$ cat config.mk
export PLATFORM = sky130hd
export DESIGN_NAME = stream_protocol_monitor
export DESIGN_NICKNAME = d
export VERILOG_FILES = /design/src/rtl/stream_protocol_monitor.sv
export SDC_FILE = /design/constraint.sdc
export NUM_CORES = 1
export LEC_CHECK = 0
export ABC_AREA = 1
export CORE_MARGIN = 3
export CORE_UTILIZATION = 59
export CTS_CLUSTER_SIZE = 24
export DETAILED_ROUTE_END_ITERATION = 8
export PLACE_DENSITY = 0.94
export SYNTH_ARGS = -nofsm -noshare
export SYNTH_HDL_FRONTEND = slang
export SYNTH_SLANG_ARGS = --single-unit
$ cat constraint.sdc
create_clock -name out_stream_aclk -period 5.7 [get_ports out_stream_aclk]
set_clock_uncertainty 0.15 [all_clocks]
set_input_delay 1.14 -clock out_stream_aclk [delete_from_list [all_inputs] [get_ports out_stream_aclk]]
set_output_delay 1.14 -clock out_stream_aclk [all_outputs]
set_load 0.005 [all_outputs]
$ cat src/rtl/stream_protocol_monitor.sv
`default_nettype none
// ============================================================================
// Module      : stream_protocol_monitor
// Description : Passive AXI4-Stream video framing monitor. Taps the stream
//               (tvalid/tready/tuser/tlast) and checks SOF placement, EOL
//               placement, line length, lines per frame and tvalid stalls.
//               Outcomes go to saturating error counters, a frame counter, a
//               one-cycle frame_done pulse and a sticky error flag.
// Ports       : out_stream_aclk/axi_resetn - clock, async active-low reset
//               out_stream_t*              - tapped stream (inputs only)
//               clear                      - sync clear of counters/flag
//               synced, x_pos, y_pos       - sync status and position
//               frame_count, err_*         - saturating counters
//               frame_done, error          - frame pulse, sticky error
// Revision    : 1.0 - initial release
// ============================================================================
module stream_protocol_monitor #(
   parameter int X_SIZE  = 1440,
   parameter int Y_SIZE  = 1080,
   parameter int TIMEOUT = 1000,
   parameter int CNT_W   = 16,
   localparam int XW     = $clog2(X_SIZE) + 1,
   localparam int YW     = $clog2(Y_SIZE)
) (
   input  logic             out_stream_aclk,
   input  logic             axi_resetn,
   input  logic             out_stream_tvalid,
   input  logic             out_stream_tready,
   input  logic             out_stream_tuser,
   input  logic             out_stream_tlast,
   input  logic             clear,
   output logic             synced,
   output logic [XW-1:0]    x_pos,
   output logic [YW-1:0]    y_pos,
   output logic [CNT_W-1:0] frame_count,
   output logic [CNT_W-1:0] err_missing_sof,
   output logic [CNT_W-1:0] err_unexp_sof,
   output logic [CNT_W-1:0] err_missing_eol,
   output logic [CNT_W-1:0] err_early_eol,
   output logic [CNT_W-1:0] err_timeout,
   output logic             frame_done,
   output logic             error
);

   localparam int            TW        = $clog2(TIMEOUT + 1);
   localparam logic [XW-1:0] c_X_LAST  = XW'(X_SIZE - 1);
   localparam logic [YW-1:0] c_Y_LAST  = YW'(Y_SIZE - 1);
   localparam logic [TW-1:0] c_TO_LAST = TW'(TIMEOUT - 1);

   typedef enum logic [0:0] {
      S_WAIT_SOF = 1'b0,
      S_IN_FRAME = 1'b1
   } state_t;

   state_t           state_q, state_d;
   logic [XW-1:0]    x_q, x_d, w_x_base;
   logic [YW-1:0]    y_q, y_d, w_y_base;
   logic [TW-1:0]    to_q, to_d;
   logic [CNT_W-1:0] fc_q, ms_q, us_q, me_q, ee_q, tmo_q;
   logic             frame_done_q, error_q;

   logic w_in_frame, w_accept, w_sof_exp;
   logic w_ev_frame, w_ev_unexp, w_ev_miss_sof, w_ev_miss_eol, w_ev_early;
   logic w_ev_to, w_ev_done, w_ev_any;

   function automatic logic [CNT_W-1:0] sat_inc(input logic [CNT_W-1:0] v);
      return (&v) ? v : v + CNT_W'(1);
   endfunction

   always_comb begin
      w_in_frame = (state_q == S_IN_FRAME);
      // Before sync only SOF beats are processed; everything else is discarded.
      w_accept   = out_stream_tvalid && out_stream_tready &&
                   (w_in_frame || out_stream_tuser);
      w_sof_exp  = (x_q == '0) && (y_q == '0);

      w_ev_frame    = w_accept && out_stream_tuser;
      w_ev_unexp    = w_ev_frame && w_in_frame && !w_sof_exp;
      w_ev_miss_sof = w_accept && !out_stream_tuser && w_sof_exp;

      // An unexpected SOF resynchronises the position before the EOL check.
      w_x_base = w_ev_unexp ? '0 : x_q;
      w_y_base = w_ev_unexp ? '0 : y_q;

      w_ev_miss_eol = w_accept && !out_stream_tlast && (w_x_base == c_X_LAST);
      w_ev_early    = w_accept &&  out_stream_tlast && (w_x_base <  c_X_LAST);
      w_ev_done     = w_accept && out_stream_tlast &&
                      (w_x_base == c_X_LAST) && (w_y_base == c_Y_LAST) &&
                      !w_ev_unexp && !w_ev_miss_sof;

      state_d = state_q;
      if (w_ev_frame) begin
         state_d = S_IN_FRAME;
      end

      x_d = x_q;
      y_d = y_q;
      if (w_accept) begin
         if (out_stream_tlast) begin
            x_d = '0;
            y_d = (w_y_base == c_Y_LAST) ? '0 : w_y_base + YW'(1);
         end else begin
            // Overlong lines hold x at its maximum until the next EOL.
            x_d = (&w_x_base) ? w_x_base : w_x_base + XW'(1);
            y_d = w_y_base;
         end
      end

      to_d    = to_q;
      w_ev_to = 1'b0;
      if (w_in_frame) begin
         if (out_stream_tvalid) begin
            to_d = '0;
         end else if (to_q == c_TO_LAST) begin
            to_d    = '0;
            w_ev_to = 1'b1;
         end else begin
            to_d = to_q + TW'(1);
         end
      end
      if (clear) begin
         to_d = '0;
      end

      w_ev_any = w_ev_unexp | w_ev_miss_sof | w_ev_miss_eol | w_ev_early | w_ev_to;
   end

   always_ff @(posedge out_stream_aclk or negedge axi_resetn) begin
      if (!axi_resetn) begin
         state_q      <= S_WAIT_SOF;
         x_q          <= '0;
         y_q          <= '0;
         to_q         <= '0;
         fc_q         <= '0;
         ms_q         <= '0;
         us_q         <= '0;
         me_q         <= '0;
         ee_q         <= '0;
         tmo_q        <= '0;
         frame_done_q <= 1'b0;
         error_q      <= 1'b0;
      end else begin
         state_q      <= state_d;
         x_q          <= x_d;
         y_q          <= y_d;
         to_q         <= to_d;
         frame_done_q <= w_ev_done;
         if (clear) begin
            fc_q    <= '0;
            ms_q    <= '0;
            us_q    <= '0;
            me_q    <= '0;
            ee_q    <= '0;
            tmo_q   <= '0;
            error_q <= 1'b0;
         end else begin
            if (w_ev_frame)    fc_q  <= sat_inc(fc_q);
            if (w_ev_miss_sof) ms_q  <= sat_inc(ms_q);
            if (w_ev_unexp)    us_q  <= sat_inc(us_q);
            if (w_ev_miss_eol) me_q  <= sat_inc(me_q);
            if (w_ev_early)    ee_q  <= sat_inc(ee_q);
            if (w_ev_to)       tmo_q <= sat_inc(tmo_q);
            if (w_ev_any)      error_q <= 1'b1;
         end
      end
   end

   assign synced          = (state_q == S_IN_FRAME);
   assign x_pos           = x_q;
   assign y_pos           = y_q;
   assign frame_count     = fc_q;
   assign err_missing_sof = ms_q;
   assign err_unexp_sof   = us_q;
   assign err_missing_eol = me_q;
   assign err_early_eol   = ee_q;
   assign err_timeout     = tmo_q;
   assign frame_done      = frame_done_q;
   assign error           = error_q;

endmodule
`default_nettype wire

==> reports/summary.txt <==
outcome = complete, no violations
commonest cells in the netlist = 278 x nand2_1, 132 x dfrtp_1, 115 x nor2_1, 112 x nand3_1, 111 x inv_1
P_leak = 0.00433 uW
share of the synthesized area in the top cell type = 41.0%
CP Class = input port to flip-flop
post-synthesis cell type count = 43
Initial DRC Count = 848
Async S/R FF share, synth = 100%
count leader, synth = nand2_1
EDFF count, synth = 0
worst-path fanout max = 17
Core Util, Final = 75.2%
layout cells sized above 1 = 5.51%
multi-input logic area = 0.00414 mm^2
deepest clock path buffer count = 2
first-pass GRT wire length = 36300 um
Yosys top cell by area = dfrtp_1
post-route ant nets = 0
final setup margin = 1720 ps
via count = 8147
Nets = 1220
max frequency = 252 MHz
Comb power frac = 9.1%
Fin Setup TNS = 0 ps
CP cell instances = clkdlybuf4s50_1, inv_2, a21oi_4, nand2_2, nor2_2, nand2_2, inv_2, nor2_1, ha_1, nand2_1, inv_1, nand3_1, nor2_2, nand4_2, inv_2, nand3_1, nand2_1
final cell count without fillers = 1392
Net Sw Frac = 24.8%
Post-Place Cells = 1361
drt wl/cell = 16.0 um
unrepaired setup endpoints after global routing = false
final hold vios = 0
max-capacitance violation count = 0
GR Overflow Total = 0
Clk pwr share = 47.7%
net load switching power = 573 uW
largest cells by area after synthesis = dfrtp_1 41%, nand2_1 13%, nand3_1 7.0%, nor2_1 5.4%, inv_1 5.2%
initial core utilization = 60.5%
Tot GR Track Use = 30.0%
GP Congestion = 0.948
DRT Pass-1 Iters = 6
area grow syn2layout = 24.3%
TritonCTS Buffers = 17
Seq pwr share = 43.2%
Syn Inst Count = 1084
DRC violations left = 0
Yosys warnings = 0
type of origin of the critical path = input port
Final min period = 3980 ps
Die Wd = 123 um
clock root cell = clkbuf_16
hold depth = 2
Max-Slew Margin vs Limit = 42.7%
critical path's slowest cell = clkdlybuf4s50_1
Clock Latency Late Sink = 430 ps
storage element area = 0.00330 mm^2
power density cells = 231 mW/mm^2
hold buffer count at cts = 0
core area = 0.0133 mm^2
Yosys reg bits = 132
Mean Syn Cell Area = 7.42 um^2
Crit. path cell count = 17
ANT cells = 0
Most common cell on crit path = inv_2
CP endpoint kind = flip-flop
WP buf/inv = 5
final setup vio count = 0
CTS H-tree depth = 4
Die Height = 123 um
Hold Startpoint = to_q[7]
FF-to-FF Start = x_pos[5]
Crit path max-delay family = simple AND/OR/NAND/NOR gates
largest net degree at the start of global routing = 86
pre-CTS WS = 1340 ps
TritonCTS clock tree = built
DRT Wirelength = 22200 um
initial antenna violation count = 0
Syn Nets = 1100
critical path required time = 5900 ps
post-CTS setup buffers = 0
row count = 42
Layout fillers = 932
worst r2r path cells = 16
crit path from = out_stream_tuser
I/O Buffers = 128
Detail Placement HPWL = 14800 um
sequential area share after synthesis = 41.0%
CTS resizes = 0
Worst-path clk slew = 60 ps
top_reg_cell synth = dfrtp_1
Max VDD drop = 0.213 mV
clock sinks = 132
vias per inst = 5.85
CP arrival = 4180 ps
vias in the first global route = 7569
slew of the pin with the lowest slew margin = 856 ps
Internal = 1740 uW
num ports = 129
HP Class = flip-flop to flip-flop
Post-Synthesis Cell Area = 0.00805 mm^2
period utilisation layout = 69.8%
slowest stage delay, CP = 460 ps
Max Slew Vio Count = 0
Die ar. = 0.0151 mm^2
==> power groups by stage <==
stage / combinational [uW] / sequential (uW) / clock, uW
after global placement: 203 / 1010 / 0
after floorplan: 113 / 1000 / 0
after CTS: 212 / 996 / 1100
final: 210 / 997 / 1100
after detailed placement: 209 / 1010 / 0
after global routing: 236 / 1000 / 1140
==> cell type report <==
type	instances	share of cell area [%]
multi-input cells	802	41.4
flip-flops and latches	132	33.0
repair buffers	133	13.1
clock buffers	21	4.50
inverters	118	4.43
well taps	176	2.20
clock inverters	10	1.33
==> tightest hold or removal path, cell delays in order (launching register included) <==
cell and delay, ps:
dfrtp_1 370, nand2_1 70, o31ai_1 60
==> through the flow <==
stage                     power (uW)  cell area (um^2)  hold slack, ps
final                           2310             10000             381
after global routing            2380             10000             394
after CTS                       2310             10000             375
after detailed placement        1220              9420             358
after global placement          1210              9420             345
after floorplan                 1120              8050             324
==> cells in the final DEF, fill, tap and decap left out, types with 4 or more instances in the layout <==
| cell | Yosys | layout |
|---|---|---|
| clkbuf_16 | 0 | 17 |
| a21oi_1 | 25 | 25 |
| nor4_1 | 14 | 14 |
| xnor2_1 | 19 | 19 |
| nand3_1 | 112 | 112 |
| inv_1 | 111 | 110 |
| buf_4 | 1 | 5 |
| clkdlybuf4s50_1 | 0 | 126 |
| o21ai_0 | 32 | 32 |
| nand3b_1 | 11 | 11 |
| nor2_2 | 4 | 4 |
| inv_2 | 7 | 8 |
| nand2_1 | 278 | 278 |
| dfrtp_1 | 132 | 132 |
| nand2_2 | 6 | 6 |
| nand4_1 | 25 | 25 |
| clkinv_2 | 0 | 4 |
| nor2_1 | 115 | 115 |
| ha_1 | 9 | 9 |
| o22ai_1 | 4 | 4 |
| nor3_1 | 39 | 39 |
| o31ai_1 | 31 | 31 |
| xor2_1 | 47 | 47 |
==> cells by family (layout without fill, tap and decap cells) <==
kind of cell | after synthesis | after routing | share of synthesized area [%]
and+or+nand+nor | 619 | 619 | 34.3
buffers and inverters | 150 | 282 | 7.52
DFF | 132 | 132 | 41.0
AOI/OAI and AO/OA | 108 | 108 | 8.50
xor gates and xnor gates | 66 | 66 | 7.18
adders and majority gates | 9 | 9 | 1.40
==> registers in the layout, summed over array words and instances (netlist names), 10 cells and up <==
signal	cells
err_timeout	16
err_unexp_sof	16
frame_count	16
to_q	10
err_missing_sof	16
err_missing_eol	16
y_pos	11
x_pos	12
err_early_eol	16
==> path summary, 6_finish.rpt <==
kind | end | slack [ps]
max in group asynchronous | err_early_eol[8] | 3680
setup reg to reg | err_missing_eol[2] | 2210
hold reg to reg | to_q[7] | 380
min in group asynchronous | y_pos[9] | 600
hold / removal | to_q[7] | 380
setup / recovery | err_missing_eol[2] | 1720
==> metal layers <==
layer / global-route usage (%) / share of wire [%]
met1: 40.0 / 42
met2: 47.9 / 48
met3: 5.62 / 7.0
met4: 13.2 / 3.0
met5: 0 / 0
Note: power is estimated with default switching activity, not from simulation.
